**config.mk**
```make
export PLATFORM = sky130hd
export DESIGN_NAME = panel_prog_loader
export DESIGN_NICKNAME = d
export VERILOG_FILES = /design/src/rtl/panel_prog_loader.sv
export SDC_FILE = /design/constraint.sdc
export NUM_CORES = 1
export LEC_CHECK = 0
export BUFFER_PORTS_ARGS = -buffer_cell sky130_fd_sc_hd__buf_4
export CAP_MARGIN = 5
export CORE_MARGIN = 2
export CORE_UTILIZATION = 40
export DETAILED_ROUTE_END_ITERATION = 12
export PLACE_DENSITY = 0.61
export SYNTH_ARGS = -nofsm -noshare
export SYNTH_HDL_FRONTEND = slang
export SYNTH_SLANG_ARGS = --single-unit
export TNS_END_PERCENT = 10
```
**constraint.sdc**
```tcl
create_clock -name clk -period 7 [get_ports clk]
set_input_delay 1.4 -clock clk [delete_from_list [all_inputs] [get_ports clk]]
set_output_delay 1.4 -clock clk [all_outputs]
set_load 0.05 [all_outputs]
```
**src/rtl/panel_prog_loader.sv**
```systemverilog
// Front-panel program loader for the Altair 8800 core: pauses the CPU and replays
// the operator's examine / deposit / deposit-next toggle sequence from a program ROM.
module panel_prog_loader #(
  parameter int GAP_LEN   = 16,
  parameter int PULSE_LEN = 16
) (
  input  logic        clk,
  input  logic        reset_n,
  input  logic        start,
  input  logic [2:0]  prg_sel,
  input  logic [8:0]  prg_len,
  input  logic [15:0] base_addr,
  output logic [10:0] rom_addr,
  input  logic [7:0]  rom_data,
  output logic [7:0]  addr_sw,
  output logic [7:0]  data_sw,
  output logic        examine_pb,
  output logic        deposit_pb,
  output logic        deposit_next_pb,
  output logic        pause_req,
  output logic        busy,
  output logic        done
);

  localparam int MAX_DWELL = (GAP_LEN > PULSE_LEN) ? GAP_LEN : PULSE_LEN;
  localparam int CW        = $clog2(MAX_DWELL) + 1;
  localparam logic [CW-1:0] GAP_LAST   = CW'(GAP_LEN - 1);
  localparam logic [CW-1:0] PULSE_LAST = CW'(PULSE_LEN - 1);

  typedef enum logic [3:0] {
    ST_IDLE       = 4'd0,
    ST_EXAM_SETUP = 4'd1,
    ST_EXAM_PULSE = 4'd2,
    ST_EXAM_HOLD  = 4'd3,
    ST_FETCH      = 4'd4,
    ST_CAPTURE    = 4'd5,
    ST_DEP_SETUP  = 4'd6,
    ST_DEP_PULSE  = 4'd7,
    ST_DEP_HOLD   = 4'd8,
    ST_FINISH     = 4'd9
  } state_t;

  state_t         state_r, state_s;
  logic [CW-1:0]  cnt_r, cnt_s;
  logic [7:0]     idx_r, idx_s;
  logic [8:0]     len_r, len_s;
  logic [2:0]     sel_r, sel_s;
  logic [15:0]    base_r, base_s;
  logic           start_q_r;

  logic [10:0]    rom_addr_r, rom_addr_s;
  logic [7:0]     addr_sw_r, addr_sw_s;
  logic [7:0]     data_sw_r, data_sw_s;
  logic           examine_r, examine_s;
  logic           deposit_r, deposit_s;
  logic           deposit_next_r, deposit_next_s;
  logic           pause_r, pause_s;
  logic           busy_r, busy_s;
  logic           done_r, done_s;

  logic           start_edge_s;
  logic [8:0]     len_clamped_s;
  logic           dwell_done_s;
  logic           active_s;

  function automatic logic [CW-1:0] dwell_last(input state_t st);
    case (st)
      ST_EXAM_SETUP, ST_EXAM_HOLD, ST_DEP_SETUP, ST_DEP_HOLD: dwell_last = GAP_LAST;
      ST_EXAM_PULSE, ST_DEP_PULSE:                           dwell_last = PULSE_LAST;
      default:                                               dwell_last = {CW{1'b0}};
    endcase
  endfunction

  assign start_edge_s  = start & ~start_q_r;
  assign len_clamped_s = (prg_len > 9'd256) ? 9'd256 : prg_len;
  assign dwell_done_s  = (cnt_r == {CW{1'b0}});

  // Next-state, load-context and dwell-counter logic.
  always_comb begin
    state_s = state_r;
    idx_s   = idx_r;
    len_s   = len_r;
    sel_s   = sel_r;
    base_s  = base_r;
    case (state_r)
      ST_IDLE: begin
        if (start_edge_s) begin
          sel_s   = prg_sel;
          len_s   = len_clamped_s;
          base_s  = base_addr;
          idx_s   = 8'd0;
          state_s = (len_clamped_s == 9'd0) ? ST_FINISH : ST_EXAM_SETUP;
        end else begin
          state_s = ST_IDLE;
        end
      end
      ST_EXAM_SETUP: state_s = dwell_done_s ? ST_EXAM_PULSE : ST_EXAM_SETUP;
      ST_EXAM_PULSE: state_s = dwell_done_s ? ST_EXAM_HOLD  : ST_EXAM_PULSE;
      ST_EXAM_HOLD:  state_s = dwell_done_s ? ST_FETCH      : ST_EXAM_HOLD;
      ST_FETCH:      state_s = ST_CAPTURE;
      ST_CAPTURE:    state_s = ST_DEP_SETUP;
      ST_DEP_SETUP:  state_s = dwell_done_s ? ST_DEP_PULSE  : ST_DEP_SETUP;
      ST_DEP_PULSE:  state_s = dwell_done_s ? ST_DEP_HOLD   : ST_DEP_PULSE;
      ST_DEP_HOLD: begin
        if (!dwell_done_s) begin
          state_s = ST_DEP_HOLD;
        end else if ({1'b0, idx_r} == (len_r - 9'd1)) begin
          state_s = ST_FINISH;
        end else begin
          idx_s   = idx_r + 8'd1;
          state_s = ST_FETCH;
        end
      end
      ST_FINISH: state_s = ST_IDLE;
      default:   state_s = ST_IDLE;
    endcase

    cnt_s = cnt_r;
    if (state_s != state_r) begin
      cnt_s = dwell_last(state_s);
    end else if (!dwell_done_s) begin
      cnt_s = cnt_r - CW'(1);
    end else begin
      cnt_s = cnt_r;
    end
  end

  // Output values for the upcoming state, so every output leaves a flop aligned with its state.
  always_comb begin
    active_s       = (state_s != ST_IDLE) && (state_s != ST_FINISH);
    pause_s        = active_s;
    busy_s         = (state_s != ST_IDLE);
    done_s         = (state_s == ST_FINISH);
    addr_sw_s      = active_s ? base_s[15:8] : 8'd0;
    examine_s      = (state_s == ST_EXAM_PULSE);
    deposit_s      = (state_s == ST_DEP_PULSE) && (idx_s == 8'd0);
    deposit_next_s = (state_s == ST_DEP_PULSE) && (idx_s != 8'd0);
    rom_addr_s     = (state_s == ST_IDLE) ? 11'd0 : {sel_s, idx_s};
    data_sw_s      = 8'd0;
    case (state_s)
      ST_EXAM_SETUP, ST_EXAM_PULSE, ST_EXAM_HOLD: data_sw_s = base_s[7:0];
      ST_DEP_SETUP: begin
        // ROM byte is valid during CAPTURE; it is taken on the way out of that state.
        if (state_r == ST_CAPTURE) begin
          data_sw_s = rom_data;
        end else begin
          data_sw_s = data_sw_r;
        end
      end
      ST_FETCH, ST_CAPTURE, ST_DEP_PULSE, ST_DEP_HOLD: data_sw_s = data_sw_r;
      default: data_sw_s = 8'd0;
    endcase
  end

  // State, context and output registers; the start history resets high so a held start is not an edge.
  always_ff @(posedge clk or negedge reset_n) begin
    if (!reset_n) begin
      state_r        <= ST_IDLE;
      cnt_r          <= {CW{1'b0}};
      idx_r          <= 8'd0;
      len_r          <= 9'd0;
      sel_r          <= 3'd0;
      base_r         <= 16'd0;
      start_q_r      <= 1'b1;
      rom_addr_r     <= 11'd0;
      addr_sw_r      <= 8'd0;
      data_sw_r      <= 8'd0;
      examine_r      <= 1'b0;
      deposit_r      <= 1'b0;
      deposit_next_r <= 1'b0;
      pause_r        <= 1'b0;
      busy_r         <= 1'b0;
      done_r         <= 1'b0;
    end else begin
      state_r        <= state_s;
      cnt_r          <= cnt_s;
      idx_r          <= idx_s;
      len_r          <= len_s;
      sel_r          <= sel_s;
      base_r         <= base_s;
      start_q_r      <= start;
      rom_addr_r     <= rom_addr_s;
      addr_sw_r      <= addr_sw_s;
      data_sw_r      <= data_sw_s;
      examine_r      <= examine_s;
      deposit_r      <= deposit_s;
      deposit_next_r <= deposit_next_s;
      pause_r        <= pause_s;
      busy_r         <= busy_s;
      done_r         <= done_s;
    end
  end

  assign rom_addr        = rom_addr_r;
  assign addr_sw         = addr_sw_r;
  assign data_sw         = data_sw_r;
  assign examine_pb      = examine_r;
  assign deposit_pb      = deposit_r;
  assign deposit_next_pb = deposit_next_r;
  assign pause_req       = pause_r;
  assign busy            = busy_r;
  assign done            = done_r;

endmodule

```
Word level (Yosys, flattened, before mapping)
Cells that the tools add are included.
{ "totals": {"regBits": 79, "word_cells": 86} }
{ "op_classes": {"n_bitwise": 3, "n_mux": 26, "add_sub_neg": 3, "n_lt_le_gt_ge": 1, "eq_ne": 22, "reduce_logical": 15} }
{ "ops": {"columns": ["op", "n"], "rows": [
  ["2-to-1 mux 8 bit", 5],
  ["one-hot mux 4 bit (9 select lines)", 1],
  ["equality test 4 x 3 -> 1 bit (second input constant)", 8],
  ["2-to-1 mux 16 bit", 2],
  ["2-to-1 mux 4 bit", 6],
  ["one-hot mux 8 bit (3 select lines)", 1],
  ["equality test 4 x 2 -> 1 bit (second input constant)", 4],
  ["one-hot mux 8 bit (2 select lines)", 1],
  ["equality test 4 bit (second input constant)", 3],
  ["2-to-1 mux 11 bit", 1],
  ["2-to-1 mux 5 bit", 2],
  ["equality test 8 x 9 -> 1 bit", 1],
  ["> comparator 9 bit (second input constant)", 1],
  ["logical NOT 9 bit", 1],
  ["2-to-1 mux 3 bit", 3],
  ["2-to-1 mux 9 bit", 1],
  ["subtractor 9 x 1 -> 9 bit (second input constant)", 1],
  ["adder 8 x 1 -> 8 bit (second input constant)", 1],
  ["equality test 4 x 1 -> 1 bit (second input constant)", 2],
  ["logical NOT 4 bit", 2],
  ["logical NOT 8 bit", 1],
  ["nonzero test 8 bit", 1],
  ["OR reduction 6 bit", 1],
  ["logical NOT 5 bit", 1],
  ["other kinds (14)", 19]
]} }

Depth between registers and ports, before layout
{ "depth": {"word_depth": 10, "ltp_mapped": 12} }

Least setup slack after synthesis
Ideal clock, no wire load.
{ "synth_timing": {"path_type": "in2reg", "startpoint": "input prg_len[1]", "endpoint": "register data_sw_r[0], in the netlist data_sw[0]", "path_stages": 7, "setup_slack_ns": 3.998, "setup_ns": 0.128, "arrival_time_ns": 2.875, "path_cell_list": "or3_1 nor3_1 nor3_1 nor2b_1 buf_2 a22o_1 mux2_1"} }
{ "synth_via": {"elab_chain_len": 10, "word_cells_on_any_way": 20} }
{ "synth_lines": {"columns": ["item", "line", "source"], "rows": [
  ["start, declared", "11", "input logic [8:0] prg_len,"],
  ["> comparator 9 bit", "75", "assign len_clamped_s = (prg_len > 9'd256) ? 9'd256 : prg_len;"],
  ["2-to-1 mux 9 bit *", "75", null],
  ["logical NOT 9 bit *", "92", "state_s = (len_clamped_s == 9'd0) ? ST_FINISH : ST_EXAM_SETUP;"],
  ["2-to-1 mux 4 bit *", "92", null],
  ["2-to-1 mux 4 bit *", "87", "if (start_edge_s) begin"],
  ["one-hot mux 4 bit (9 select lines) *", "85", "case (state_r)"],
  ["branches (longest 4 deep; another with one-hot mux 8 bit (3 select lines))", null, null],
  ["end signal, assigned", "184", "data_sw_r <= data_sw_s;"],
  ["end, declared", "53", "logic [7:0] data_sw_r, data_sw_s;"]
]} }
Mark *: on every way between the ends.
A chain may end at the register's enable or synchronous reset.

Final worst setup path
{ "layout_timing": {"startpoint": "input start", "endpoint": "register cnt_r[3]"} }
{ "layout_via": {"elab_chain_len": 7, "word_cells_on_any_way": 14} }
{ "layout_lines": {"columns": ["item", "line", "source"], "rows": [
  ["start, declared", "9", "input logic start,"],
  ["AND 1 bit *", "74", "assign start_edge_s = start & ~start_q_r;"],
  ["2-to-1 mux 4 bit *", "87", null],
  ["one-hot mux 4 bit (9 select lines) *", "85", null],
  ["equality test 4 x 2 -> 1 bit (tied with other cells)", "67", "case (st)"],
  ["OR reduction 6 bit (no line)", null, null],
  ["2-to-1 mux 4 bit", "67", null],
  ["2-to-1 mux 5 bit", "119", "if (state_s != state_r) begin"],
  ["end signal, assigned", "159", "cnt_r <= {CW{1'b0}};"],
  ["end signal, assigned", "176", "cnt_r <= cnt_s;"],
  ["end, declared", "44", "logic [CW-1:0] cnt_r, cnt_s;"]
]} }
Mark *: on every way between the ends. The rest lies on a longest branch, timed or not.

==> results.toml <==
[synth]
synth-async-reset-ratio = 1.000
netlist.area_leader.share = 0.4974
ys_ff_latch = 79
netlist_instances = 355
ys_seq_area_frac = 0.5041
yosys_warnings = 0
yosysUniqueCellTypes = 63
synth_flop_cell = "dfrtp_1"
syn-num-nets = 397
syn_area_per_cell_sq_um = 11.05
synthesis.area_sq_um = 3924
synth.area.top_cells = "dfrtp_1 50%, mux2_2 7.2%, o21ai_0 3.1%, nand2_1 3.1%, nor2b_2 2.0%"
synth_edf_count = 0
yosys.area.top_type = "dfrtp_1"

[detailed_routing]
drt-total-wl_mm = 8.291
viasPerCell = 5.102
num_vias = 2852
drtIter0Drc = 76
dr.pass1.iters = 4
ant_nets = 0
route.detailed.drc = 0
wl_per_cell_microns = 14.83

[sta]
setup_viol = 0
setup_tns_ns = 0
max_slew_margin = 0.3457
fin_crit_ns = 3.330
fmax_ghz = 0.3003
rsz0062_at_grt = "false"
finalCritPeriodShare = 0.4757
fin_hold_ws_ns = 0.4952
finalClockSkew_ns = 0.01173
finalMaxSlewViolations = 0
worst_pin_slew_ns = 0.9814
hold_viol = 0

[power_and_ir_drop]
p_leak_nw = 2.179
total_power_mw = 2.413
internal-power_mw = 1.358
power_frac_clock = 0.157
p_sw_mw = 1.055
power_density_nw_per_um2 = 505.1
p_comb_frac = 0.500
power_frac_seq = 0.344
ir_worst_vdd_mv = 0.2048
switching_share = 0.4371

[floorplan]
num_rows = 36
initial_core_util = 0.4071
die_area_sq_um = 10620
core-area_sq_um = 9639
ioPinCount = 72
die_y_microns = 103.0
die_w_microns = 103.0

[final_layout]
final_cell_area_sq_um = 4777
fillCellCount = 902
drive_above_1_share = 0.3333
diodes = 0
syn2layout_area_growth_pct = 21.75
nets = 463

[clocking]
cts_buffer_depth = 2
postCtsSetupBuffers = 0
cts_sinks = 79
clk_latency_ns = 0.36
hold_buffers = 0
cts_resized = 0
clk_pin_slew_ns = 0.09
cts_root_buf = "clkbuf_8"
cts_max_level = 3
cts_buffers = 9
cts_tree = "yes"

[grt]
grt_pass1_vias = 2851
grt_max_degree = 80
grt.total_usage = 0.1700
antenna_found_initial = 0
grt_pass1_wl_mm = 13.87
grt.overflow.total = 0

[setup_path]
crit-reg2reg-launch = "cnt_r[0]"
required_ns = 7.28
cp_max_fo = 50
crit_start = "start"
worst_setup_path_start_kind = "input pin"
crit_type = "in -> reg"
crit_arrival_ns = 3.61
end_kind = "register"

[placement]
dpl_cell_area_sq_um = 4556
gp_congestion = 0.9223
hpwl_mm = 5.791
port-buffer-count = 71

[run_status]
status = "finished, final reports clean"

[worst_hold_path]
hold_start = "base_r[11]"
hp-class = "reg -> reg"

[flow_run]
max_cap_violations = 0
==> Yosys cell counts (all sizes together) (3+ instances only) <==
| cell | number |
|---|---|
| o21ai | 27 |
| xor2 | 6 |
| nand2 | 32 |
| nor3 | 10 |
| o311ai | 3 |
| nor2b | 13 |
| a22o | 8 |
| mux2 | 28 |
| ha | 3 |
| buf | 9 |
| nor4 | 6 |
| or2 | 3 |
| xnor2 | 6 |
| o211ai | 5 |
| or3 | 4 |
| mux2i | 5 |
| inv | 13 |
| clkbuf | 8 |
| nor2 | 15 |
| and2 | 10 |
| nand3 | 13 |
| a21oi | 11 |
| dfrtp | 78 |
| nand2b | 8 |
| and3 | 3 |
==> per-layer routing <==
| metal | global-route usage | up-vias | wire [microns] |
|---|---|---|---|
| met3 | 0.03932 | 13 | 217 |
| met1 | 0.2226 | 1410 | 3762 |
| met5 | 0 | - | 0 |
| met4 | 0.05162 | 0 | 128 |
| li1 | - | 1396 | - |
| met2 | 0.2812 | 33 | 4181 |
==> final timing paths <==
path / to / slack, ns / cells after the start
max in group asynchronous: cnt_r[1] / 5.17 / 1
min in group asynchronous: addr_sw[7] / 1.19 / 1
worst max-delay path: cnt_r[3] / 3.67 / 9
worst max register to register: deposit_next_pb / 3.85 / 9
worst min register to register: base_r[11] / 0.50 / 1
worst min-delay path: base_r[11] / 0.50 / 1
==> cell usage in the layout (no fill, tap or decap), types with 3 or more instances in the layout <==
cell type,instances
and2_1,9
o21ai_1,3
nand2b_1,8
ha_1,3
a21oi_1,10
nor2_1,12
nor2b_2,9
clkbuf_8,9
mux2_2,25
inv_1,13
mux2i_1,5
nor4_1,5
buf_4,72
nand3_1,11
o211ai_1,5
mux2_1,3
nor3_1,8
dfrtp_1,78
a22o_1,8
xor2_1,6
o21ai_0,24
nor2b_1,4
nand2_1,32
and3_1,3
xnor2_1,6
or3_1,4
==> layout make-up <==
cell class              instances  area (sq um)  share of cell area
flip-flops and latches         79          1978              0.4141
multi-input cells             246          1822              0.3814
inverters                      13         48.80             0.01021
repair buffers                 72         540.5              0.1131
well taps                     133         166.4             0.03484
clock inverters                 6         93.84             0.01964
clock buffers                  10         127.6             0.02672
==> per-stage QoR <==
step | setup WS, ns | utilization | instances
2_1_floorplan | 3.998 | - | 355
3_3_place_gp | 3.334 | 0.4726 | 543
3_5_place_dp | 3.291 | 0.4726 | 543
4_1_cts | 3.652 | 0.4956 | 559
5_1_grt | 3.479 | 0.4956 | 559
6_report | 3.670 | 0.4956 | 559
==> worst max-delay path: stages <==
cell	delay [ns]
buf_4	0.11
nor2b_1	0.14
nand3_2	0.06
buf_4	0.48
nor3_1	0.18
nor3_1	0.23
nor2b_1	0.57
a211oi_1	0.21
mux2i_1	0.18
==> kinds of logic (layout without fill, tap and decap cells) <==
group | after synthesis | count (layout) | share of synthesized area
and+or+nand+nor | 126 | 126 | 0.1945
DFF | 79 | 79 | 0.5041
AOI/OAI and AO/OA | 72 | 72 | 0.1390
muxes | 33 | 33 | 0.09311
buffers and inverters | 30 | 101 | 0.03284
xor gates and xnor gates | 12 | 12 | 0.02679
adders and majority gates | 3 | 3 | 0.009567
==> power groups by stage <==
stage / clock network (mW) / registers [mW] / logic, mW
floorplan: 0 / 1.06 / 0.688
global placement: 0 / 0.836 / 1.19
detailed placement: 0 / 0.838 / 1.21
CTS: 0.389 / 0.831 / 1.22
global route: 0.405 / 0.860 / 1.33
finish: 0.378 / 0.829 / 1.21
==> state kept, by name, summed over array words and instances, names as in the netlist <==
name             flops
len_r                9
pause_req            1
done                 1
deposit_next_pb      1
examine_pb           1
deposit_pb           1
data_sw              8
busy                 1
sel_r                3
start_q_r            1
cnt_r                5
addr_sw              8
base_r              16
rom_addr            11
idx_r                8
state_r              4
Power figures use the tool's default switching activity.
